### src/rtl/serv_dbus_bridge_pkg.sv
// Shared types and width helpers for the SERV serial data-bus bridge.
// The state encoding here is also what the debug state output carries.
package serv_dbus_bridge_pkg;

  localparam int unsigned DATA_W = 32;

  typedef enum logic [2:0] {
    ST_IDLE     = 3'd0,
    ST_WCOLLECT = 3'd1,
    ST_BUS      = 3'd2,
    ST_RSHIFT   = 3'd3,
    ST_DONE     = 3'd4
  } state_t;

  // Number of serial beats that make up one bus word.
  function automatic int unsigned beats_of(input int unsigned w);
    return DATA_W / w;
  endfunction

  // Width of a counter that can index every beat of a word.
  function automatic int unsigned cnt_w_of(input int unsigned w);
    return (DATA_W / w <= 2) ? 1 : $clog2(DATA_W / w);
  endfunction

endpackage

### src/rtl/serv_dbus_bridge_if.sv
// Wishbone classic data-bus bundle between the bridge (master) and the bus fabric (slave).
// stb is not carried; the integrator ties it to cyc.
interface serv_dbus_bridge_if;

  logic [31:0] o_wb_adr;
  logic [31:0] o_wb_dat;
  logic [3:0]  o_wb_sel;
  logic        o_wb_we;
  logic        o_wb_cyc;
  logic [31:0] i_wb_rdt;
  logic        i_wb_ack;

  // Handshake: a transfer completes in the cycle where o_wb_cyc and i_wb_ack are both high;
  // address, data, select and we are held stable from cyc rising until the cycle after ack.
  modport master (
    output o_wb_adr, o_wb_dat, o_wb_sel, o_wb_we, o_wb_cyc,
    input  i_wb_rdt, i_wb_ack
  );

  modport slave (
    input  o_wb_adr, o_wb_dat, o_wb_sel, o_wb_we, o_wb_cyc,
    output i_wb_rdt, i_wb_ack
  );

endinterface

### src/rtl/serv_dbus_bridge_shreg.sv
// 32-bit data register shared by the store-collect and load-shift paths:
// parallel load, W-bit serial in at the MSB end, W-bit serial out at the LSB end.
module serv_dbus_shreg
  import serv_dbus_bridge_pkg::*;
#(
  parameter int W = 8
) (
  input  logic              i_clk,
  input  logic              i_rst_n,
  input  logic              i_clr,
  input  logic              i_load,
  input  logic [DATA_W-1:0] i_ld_dat,
  input  logic              i_shift,
  input  logic [W-1:0]      i_sin,
  output logic [DATA_W-1:0] o_q,
  output logic [W-1:0]      o_sout
);

  logic [DATA_W-1:0] r_q;

  always_ff @(posedge i_clk or negedge i_rst_n) begin
    if (!i_rst_n) begin
      r_q <= '0;
    end else if (i_clr) begin
      r_q <= '0;
    end else if (i_load) begin
      r_q <= i_ld_dat;
    end else if (i_shift) begin
      r_q <= {i_sin, r_q[DATA_W-1:W]};
    end
  end

  assign o_q    = r_q;
  assign o_sout = r_q[W-1:0];

endmodule

### src/rtl/serv_dbus_bridge.sv
// Bridge between SERV's W-bit serial memory datapath and a 32-bit Wishbone classic bus,
// with a timeout guard so a missing ack completes the access with an error instead of hanging.
module serv_dbus_bridge
  import serv_dbus_bridge_pkg::*;
#(
  parameter int W       = 8,
  parameter int B       = W - 1,
  parameter int TIMEOUT = 255
) (
  input  logic        i_clk,
  input  logic        i_rst_n,
  input  logic        i_req,
  input  logic        i_we,
  input  logic [31:0] i_adr,
  input  logic [3:0]  i_sel,
  input  logic [B:0]  i_wdat,
  input  logic        i_wvalid,
  output logic [B:0]  o_rdat,
  output logic        o_rvalid,
  output logic        o_done,
  output logic        o_err,
  output logic        o_busy,
  output state_t      o_dbg_state,
  serv_dbus_bridge_if.master wb
);

  localparam int unsigned  BEATS     = beats_of(W);
  localparam int unsigned  CW        = cnt_w_of(W);
  localparam logic [CW-1:0] LAST_BEAT = CW'(BEATS - 1);
  localparam logic [7:0]   TMO_LAST  = 8'(TIMEOUT - 1);
  localparam logic [31:0]  ADR_MASK  = 32'hFFFF_FFFC;

  state_t           r_state;
  state_t           w_next;
  logic [31:0]      r_adr;
  logic             r_we;
  logic [3:0]       r_sel;
  logic [CW-1:0]    r_cnt;
  logic [7:0]       r_tcnt;
  logic             r_err;

  logic             w_tmo;
  logic             w_last;
  logic             w_beat;
  logic             w_load;
  logic             w_clr;
  logic             w_shift;
  logic [B:0]       w_sin;
  logic [31:0]      w_q;
  logic [B:0]       w_sout;

  // Timeout fires on the TIMEOUT-th cycle of cyc, so cyc is high for exactly TIMEOUT cycles.
  assign w_tmo  = (r_tcnt == TMO_LAST);
  assign w_last = (r_cnt == LAST_BEAT);

  always_ff @(posedge i_clk or negedge i_rst_n) begin
    if (!i_rst_n) begin
      r_state <= ST_IDLE;
    end else begin
      r_state <= w_next;
    end
  end

  always_comb begin
    w_next  = r_state;
    w_beat  = 1'b0;
    w_load  = 1'b0;
    w_clr   = 1'b0;
    w_shift = 1'b0;
    w_sin   = '0;
    case (r_state)
      ST_IDLE: begin
        if (i_req) begin
          w_next = i_we ? ST_WCOLLECT : ST_BUS;
        end
      end
      ST_WCOLLECT: begin
        if (i_wvalid) begin
          w_beat  = 1'b1;
          w_shift = 1'b1;
          w_sin   = i_wdat;
          if (w_last) begin
            w_next = ST_BUS;
          end
        end
      end
      ST_BUS: begin
        // Ack takes priority over a coincident timeout.
        if (wb.i_wb_ack) begin
          w_next = r_we ? ST_DONE : ST_RSHIFT;
          w_load = !r_we;
        end else if (w_tmo) begin
          w_next = r_we ? ST_DONE : ST_RSHIFT;
          w_clr  = !r_we;
        end
      end
      ST_RSHIFT: begin
        w_beat  = 1'b1;
        w_shift = 1'b1;
        if (w_last) begin
          w_next = ST_DONE;
        end
      end
      ST_DONE: begin
        w_next = ST_IDLE;
      end
      default: begin
        w_next = ST_IDLE;
      end
    endcase
  end

  always_ff @(posedge i_clk or negedge i_rst_n) begin
    if (!i_rst_n) begin
      r_adr  <= '0;
      r_we   <= 1'b0;
      r_sel  <= '0;
      r_cnt  <= '0;
      r_tcnt <= '0;
      r_err  <= 1'b0;
    end else begin
      if (r_state == ST_IDLE && i_req) begin
        r_adr <= i_adr & ADR_MASK;
        r_we  <= i_we;
        r_sel <= i_sel;
      end
      if (w_beat) begin
        r_cnt <= w_last ? '0 : r_cnt + 1'b1;
      end
      r_tcnt <= (r_state == ST_BUS) ? r_tcnt + 8'd1 : 8'd0;
      if (r_state == ST_BUS && !wb.i_wb_ack && w_tmo) begin
        r_err <= 1'b1;
      end else if (r_state == ST_DONE) begin
        r_err <= 1'b0;
      end
    end
  end

  serv_dbus_shreg #(
    .W (W)
  ) u_shreg (
    .i_clk    (i_clk),
    .i_rst_n  (i_rst_n),
    .i_clr    (w_clr),
    .i_load   (w_load),
    .i_ld_dat (wb.i_wb_rdt),
    .i_shift  (w_shift),
    .i_sin    (w_sin),
    .o_q      (w_q),
    .o_sout   (w_sout)
  );

  // Bus and core outputs decode straight from registers so reset clears them without a clock.
  assign wb.o_wb_cyc = (r_state == ST_BUS);
  assign wb.o_wb_adr = r_adr;
  assign wb.o_wb_dat = w_q;
  assign wb.o_wb_sel = r_sel;
  assign wb.o_wb_we  = r_we;

  assign o_rvalid    = (r_state == ST_RSHIFT);
  assign o_rdat      = w_sout;
  assign o_done      = (r_state == ST_DONE);
  assign o_err       = (r_state == ST_DONE) && r_err;
  assign o_busy      = (r_state != ST_IDLE);
  assign o_dbg_state = r_state;

endmodule

### src/flat_wrapper.sv
// flat-port wrapper written by rule: the top's interface ports become plain ports
module serv_dbus_bridge_flat import serv_dbus_bridge_pkg::*;
#(
  parameter int W       = 8,
  parameter int B       = W - 1,
  parameter int TIMEOUT = 255
)
  (i_clk, i_rst_n, i_req, i_we, i_adr, i_sel, i_wdat, i_wvalid, o_rdat, o_rvalid, o_done, o_err, o_busy, o_dbg_state, wb_o_wb_adr, wb_o_wb_dat, wb_o_wb_sel, wb_o_wb_we, wb_o_wb_cyc, wb_i_wb_rdt, wb_i_wb_ack);
  serv_dbus_bridge_if wb_i ();
  input  logic i_clk;
  input  logic i_rst_n;
  input  logic i_req;
  input  logic i_we;
  input  logic [31:0] i_adr;
  input  logic [3:0] i_sel;
  input  logic [B:0] i_wdat;
  input  logic i_wvalid;
  output logic [B:0] o_rdat;
  output logic o_rvalid;
  output logic o_done;
  output logic o_err;
  output logic o_busy;
  output state_t o_dbg_state;
  output wire logic [$bits(wb_i.o_wb_adr)-1:0] wb_o_wb_adr;
  output wire logic [$bits(wb_i.o_wb_dat)-1:0] wb_o_wb_dat;
  output wire logic [$bits(wb_i.o_wb_sel)-1:0] wb_o_wb_sel;
  output wire logic [$bits(wb_i.o_wb_we)-1:0] wb_o_wb_we;
  output wire logic [$bits(wb_i.o_wb_cyc)-1:0] wb_o_wb_cyc;
  input wire logic [$bits(wb_i.i_wb_rdt)-1:0] wb_i_wb_rdt;
  input wire logic [$bits(wb_i.i_wb_ack)-1:0] wb_i_wb_ack;
  assign wb_o_wb_adr = wb_i.o_wb_adr;
  assign wb_o_wb_dat = wb_i.o_wb_dat;
  assign wb_o_wb_sel = wb_i.o_wb_sel;
  assign wb_o_wb_we = wb_i.o_wb_we;
  assign wb_o_wb_cyc = wb_i.o_wb_cyc;
  assign wb_i.i_wb_rdt = wb_i_wb_rdt;
  assign wb_i.i_wb_ack = wb_i_wb_ack;
  serv_dbus_bridge #(.W(W), .B(B), .TIMEOUT(TIMEOUT)) u_core (.i_clk(i_clk), .i_rst_n(i_rst_n), .i_req(i_req), .i_we(i_we), .i_adr(i_adr), .i_sel(i_sel), .i_wdat(i_wdat), .i_wvalid(i_wvalid), .o_rdat(o_rdat), .o_rvalid(o_rvalid), .o_done(o_done), .o_err(o_err), .o_busy(o_busy), .o_dbg_state(o_dbg_state), .wb(wb_i));
endmodule
### config.mk
export PLATFORM = sky130hd
export DESIGN_NAME = serv_dbus_bridge_flat
export DESIGN_NICKNAME = d
export VERILOG_FILES = /design/src/rtl/serv_dbus_bridge_pkg.sv /design/src/rtl/serv_dbus_bridge_if.sv /design/src/rtl/serv_dbus_bridge_shreg.sv /design/src/rtl/serv_dbus_bridge.sv /design/src/flat_wrapper.sv
export SDC_FILE = /design/constraint.sdc
export NUM_CORES = 1
export LEC_CHECK = 0
export BUFFER_PORTS_ARGS = -buffer_cell sky130_fd_sc_hd__buf_2
export CORE_UTILIZATION = 52
export CTS_CLUSTER_SIZE = 40
export DETAILED_ROUTE_END_ITERATION = 10
export PLACE_DENSITY = 0.86
export SLEW_MARGIN = 20
export SYNTH_ARGS = -nofsm -noshare
export SYNTH_HDL_FRONTEND = slang
export SYNTH_SLANG_ARGS = --single-unit
### constraint.sdc
create_clock -name i_clk -period 3 [get_ports i_clk]
set_input_delay 0.3 -clock i_clk [delete_from_list [all_inputs] [get_ports i_clk]]
set_output_delay 0.3 -clock i_clk [all_outputs]
set_load 0.03 [all_outputs]
Word-level counts from Yosys, hierarchy flattened
Cells that the tools add are included.

Mux-type cells: 25. Eq/ne operators: 11. $add $sub $neg: 2. Reduce and logical (&&, ||, !) cells: 11.

Operators with widths (count): $mux 32 (3); $mux 8 (3); $mux 3 (7); $pmux 3 s4 (1); $add 8x1->8 const B (1); $eq 8x8->1 const B (1); $mux 1 (8); $eq 3x2->1 const B (2); $reduce_bool 3->1 (2); $reduce_and 5->1 (1); $logic_and 1x1->1 (4); $mux 2 (2); $ne 2x1->1 const B (2); $ne 2x2->1 const B (2); $eq 3x1->1 const B (1); $eq 3x3->1 const B (1); $logic_not 3->1 (1); $ne 3x1->1 const B (1); $add 2x1->2 const B (1); $eq 2x2->1 const B (1); $logic_not 1->1 (2); $pmux 1 s2 (1); $reduce_bool 2->1 (1).

Register bits after elaboration: 81. Output and inout port bits: 85. Word-level logic and storage cells: 57.

Depth between registers and ports, before layout
Depth after elaboration: 5. Depth in mapped cells: 6.

By module
A second synthesis with hierarchy kept.

Cells, all modules: 312. Area, all modules: 3880.0 sq um.

Modules (own cells, without submodules): serv_dbus_bridge (area an instance 2149.6 sq um, times used 1, cells an instance 162); serv_dbus_shreg (area an instance 1730.4 sq um, times used 1, cells an instance 150).

Worst setup path before layout
OpenSTA, ideal clock, no wires.

Kind: register to output. Start: register u_core.r_state[0] (netlist: u_core.o_dbg_state[0]). End: output o_err. Slack: 783 ps. Stages on the path, launching flop included: 4. Data arrival time: 1917 ps. Cells stage by stage: dfrtp_1 buf_4 nor3b_1 and2_1.

Longest elaborated chain between the ends: 2.

RTL lines: start: declaration (RTL line serv_dbus_bridge.sv:33) `state_t r_state;`; start signal: assignment (RTL line serv_dbus_bridge.sv:60) `r_state <= w_next;`; $eq 3x3->1; named net o_done (RTL line flat_wrapper.sv:20) `output logic o_done;`; $logic_and 1x1->1 (RTL line serv_dbus_bridge.sv:163) `assign o_err = (r_state == ST_DONE) && r_err;`; end: declaration (RTL line flat_wrapper.sv:21) `output logic o_err;`.

The timed path passes the listed nets, and every way through them passes these cells.

Final worst setup path
Start: register u_core.r_state[1] (netlist: u_core.o_dbg_state[1]). End: register u_core.u_shreg.r_q[13] (netlist: u_core.u_shreg.o_q[13]).

Longest elaborated chain between the ends: 4. Elaborated cells between the ends (all ways): 9.

RTL lines: $eq 3x2->1 (RTL line serv_dbus_bridge.sv:71) `case (r_state)`; $mux 1 (RTL line serv_dbus_bridge.sv:71); $mux 32 (RTL line serv_dbus_bridge_shreg.sv:26) `end else if (i_load) begin`; $mux 32 (RTL line serv_dbus_bridge_shreg.sv:24) `end else if (i_clr) begin`; end signal: assignment (RTL line serv_dbus_bridge_shreg.sv:27) `r_q <= i_ld_dat;`; end signal: assignment (RTL line serv_dbus_bridge_shreg.sv:29) `r_q <= {i_sin, r_q[DATA_W-1:W]};`; end: declaration (RTL line serv_dbus_bridge_shreg.sv:19) `logic [DATA_W-1:0] r_q;`.

Several ways; a longest one is shown, not always the timed one. A chain may end at the register's enable or synchronous reset.

==> flow_summary.toml <==
[floorplan]
rows = 31
initial_core_util = 0.539
dieArea_um2 = 7860
fp.dieW_um = 88.7
core_area_um2 = 7250
ios = 167
fp.dieH_um = 88.7

[drt]
routedWlPerCell_um = 17.0
top_layer = "met4"
antenna_left = 0
drcViolationCount = 0
wl_met1_um = 4230
avgViaCountPerCell = 5.69
dr.pass1.iters = 5
wl_um = 10000
drtIter0Drc = 189
vias = 3356
dr_wl_met3_um = 705
wl_met2_um = 4920

[sta]
fmax_mhz = 489
relSlewSlack = 0.346
rsz0062_at_grt = "no"
hold_viol_final = 29
finalSetupViolations = 0
worstMarginPinSlew_ps = 976
drv_slew = 0
fin_crit_sh = 0.681
min_period_ps = 2040
timing.setup.tns_ps = 0
clock_skew_ps = 14.3
holdWs_ps = -34.1
layout_setup_ws_ps = 957

[logic_synthesis]
ys_seq_area_frac = 0.519
synth_flop_cell = "dfrtp_1"
syn_avg_cell_area_um2 = 11.2
ys_warn_count = 0
netlist_area_um2 = 3910
synth-edff-count = 0
synthTopCellsByArea = "dfrtp_1 (52%), mux2_2 (11%), o211ai_1 (10%)"
ys_seq_elements = 81
synth_cells = 349
ys_top_cells_by_count = "dfrtp_1 (81), o211ai_1 (54), nand3_1 (53), mux2_2 (37), clkbuf_1 (26)"
async_reset_ff_frac = 1.00
yosys.area.top_type_share = 0.519
synth_top_area_cell = "dfrtp_1"
synth_most_common_cell = "dfrtp_1"
synthDistinctLibCells = 42

[cts]
cts_tree = "yes"
cts_resized = 0
cts-root-buf = "clkbuf_8"
htree_levels = 3
cts_setup_buffers = 0
cts-hold-fix-buffers = 0
cts_buffer_depth = 2
worstSkewPairLatency_ps = 360
cts_buffers = 9
cts.sinks = 81
clk_pin_slew_ps = 90

[final_layout]
area_growth_pct = 25.4
regArea_um2 = 2030
multiInputGateArea_um2 = 1620
drive_gt1_frac = 0.477
diodes = 0
finalInstanceArea_um2 = 4900
fill_cells = 566
fin_util = 0.675
nets = 571

[place]
placed_area_um2 = 4670
dpl_worst_slack_ps = 980
hpwl_um = 6800
place_congestion = 0.790
io_buffers = 162

[global_routing]
grt_pass1_vias = 3245
grt_max_degree = 82
grt.overflow.total = 0
antenna_found_initial = 0
groute.usage.overall = 0.262
grt_pass1_wl_um = 15700

[setup_path]
critPathKind = "reg -> reg"
cp.arrival_ps = 2270
worstSetupEndpointType = "flip-flop"
cp_max_fo = 32
required_ps = 3220
cp-start-kind = "flip-flop"

[power]
vdd_drop_max_uv = 843
power_leakage_nw = 2.30
power_density_nw_per_um2 = 1150

[outcome]
violations = "hold timing"
status = "finished, violations left"

[hold_path]
hp-class = "in -> async"

[job]
drv_cap = 0
## per-layer routing
layer,track usage,up-vias
met1,0.342,1623
li1,-,1565
met5,0,-
met4,0.0953,0
met2,0.422,153
met3,0.0681,15
## kinds of logic (layout without fill, tap and decap cells)
group           Yosys count  count (layout)  share of synthesized area
xor+xnor                  3               3                    0.00673
compound gates           85              85                      0.160
fa+ha+maj                 3               3                    0.00961
flops                    81              81                      0.519
other cells               1               2                   0.000960
simple gates             88              88                      0.127
buf+inv                  50             191                     0.0679
mux                      38              38                      0.109
## sequential cells by signal (all words and copies together), names as in the netlist
signal	cells
u_core.o_dbg_state	3
u_core.r_cnt	2
u_core.r_err	1
u_core.r_tcnt	8
u_core.u_shreg.o_q	32
u_core.wb.o_wb_adr	30
u_core.wb.o_wb_sel	4
u_core.wb.o_wb_we	1
## layout make-up
class                           instances  share of cell area
Clock inverter                          7              0.0207
Sequential cell                        81               0.414
Tap cell                               99              0.0253
Timing Repair Buffer                  171               0.181
Clock buffer                            9              0.0253
Inverter                                4             0.00307
Multi-Input combinational cell        219               0.331
## worst paths after layout
kind / from / endpoint / slack [ps] / cells after the start
worst min register to register: u_core.wb.o_wb_adr[21] / u_core.wb.o_wb_adr[21] / 510 / 1
worst min-delay path: i_rst_n / u_core.wb.o_wb_adr[8] / -30 / 1
min in group i_clk: i_adr[23] / u_core.wb.o_wb_adr[23] / 170 / 2
worst max-delay path: u_core.o_dbg_state[1] / u_core.u_shreg.o_q[13] / 960 / 4
max in group asynchronous: i_rst_n / u_core.wb.o_wb_sel[3] / 2520 / 1
worst max register to register: u_core.o_dbg_state[1] / u_core.u_shreg.o_q[13] / 960 / 4
## placed cells by master (no fill, tap or decap), types with 2 or more instances in the layout
cell type   count
mux2_2         37
inv_6           2
nand3_1        53
nand2_1         2
xor2_1          2
buf_4           9
clkinvlp_4      2
nor2_1          9
dfrtp_1        81
nor3b_1         2
a21oi_1         4
a32oi_1         8
buf_2         161
o21ai_1         8
or3_1           3
clkbuf_8        9
o21ai_0         4
bufinv_16       2
nand2b_1        2
nor4b_1         2
a31o_2          2
o211ai_2        2
inv_1           4
ha_1            3
o211ai_1       54
conb_1          2
nor2_2          2
## where the power goes
part	internal [mW]	switching [mW]
logic	0.975	1.90
registers	1.54	0.338
clock network	0.476	0.421
## per-stage QoR
step / cells / total power [mW]
finish: 590 / 5.65
global route: 590 / 5.98
CTS: 590 / 5.68
detailed placement: 574 / 4.78
global placement: 574 / 4.68
floorplan: 350 / 3.99
## worst max-delay path, cell delays in order, from the launching register on
cell      delay (ps)
dfrtp_1          560
or3b_4           510
nor4b_4          290
buf_4            370
o211ai_1         160
No activity file was read; power rests on OpenSTA's default activity.
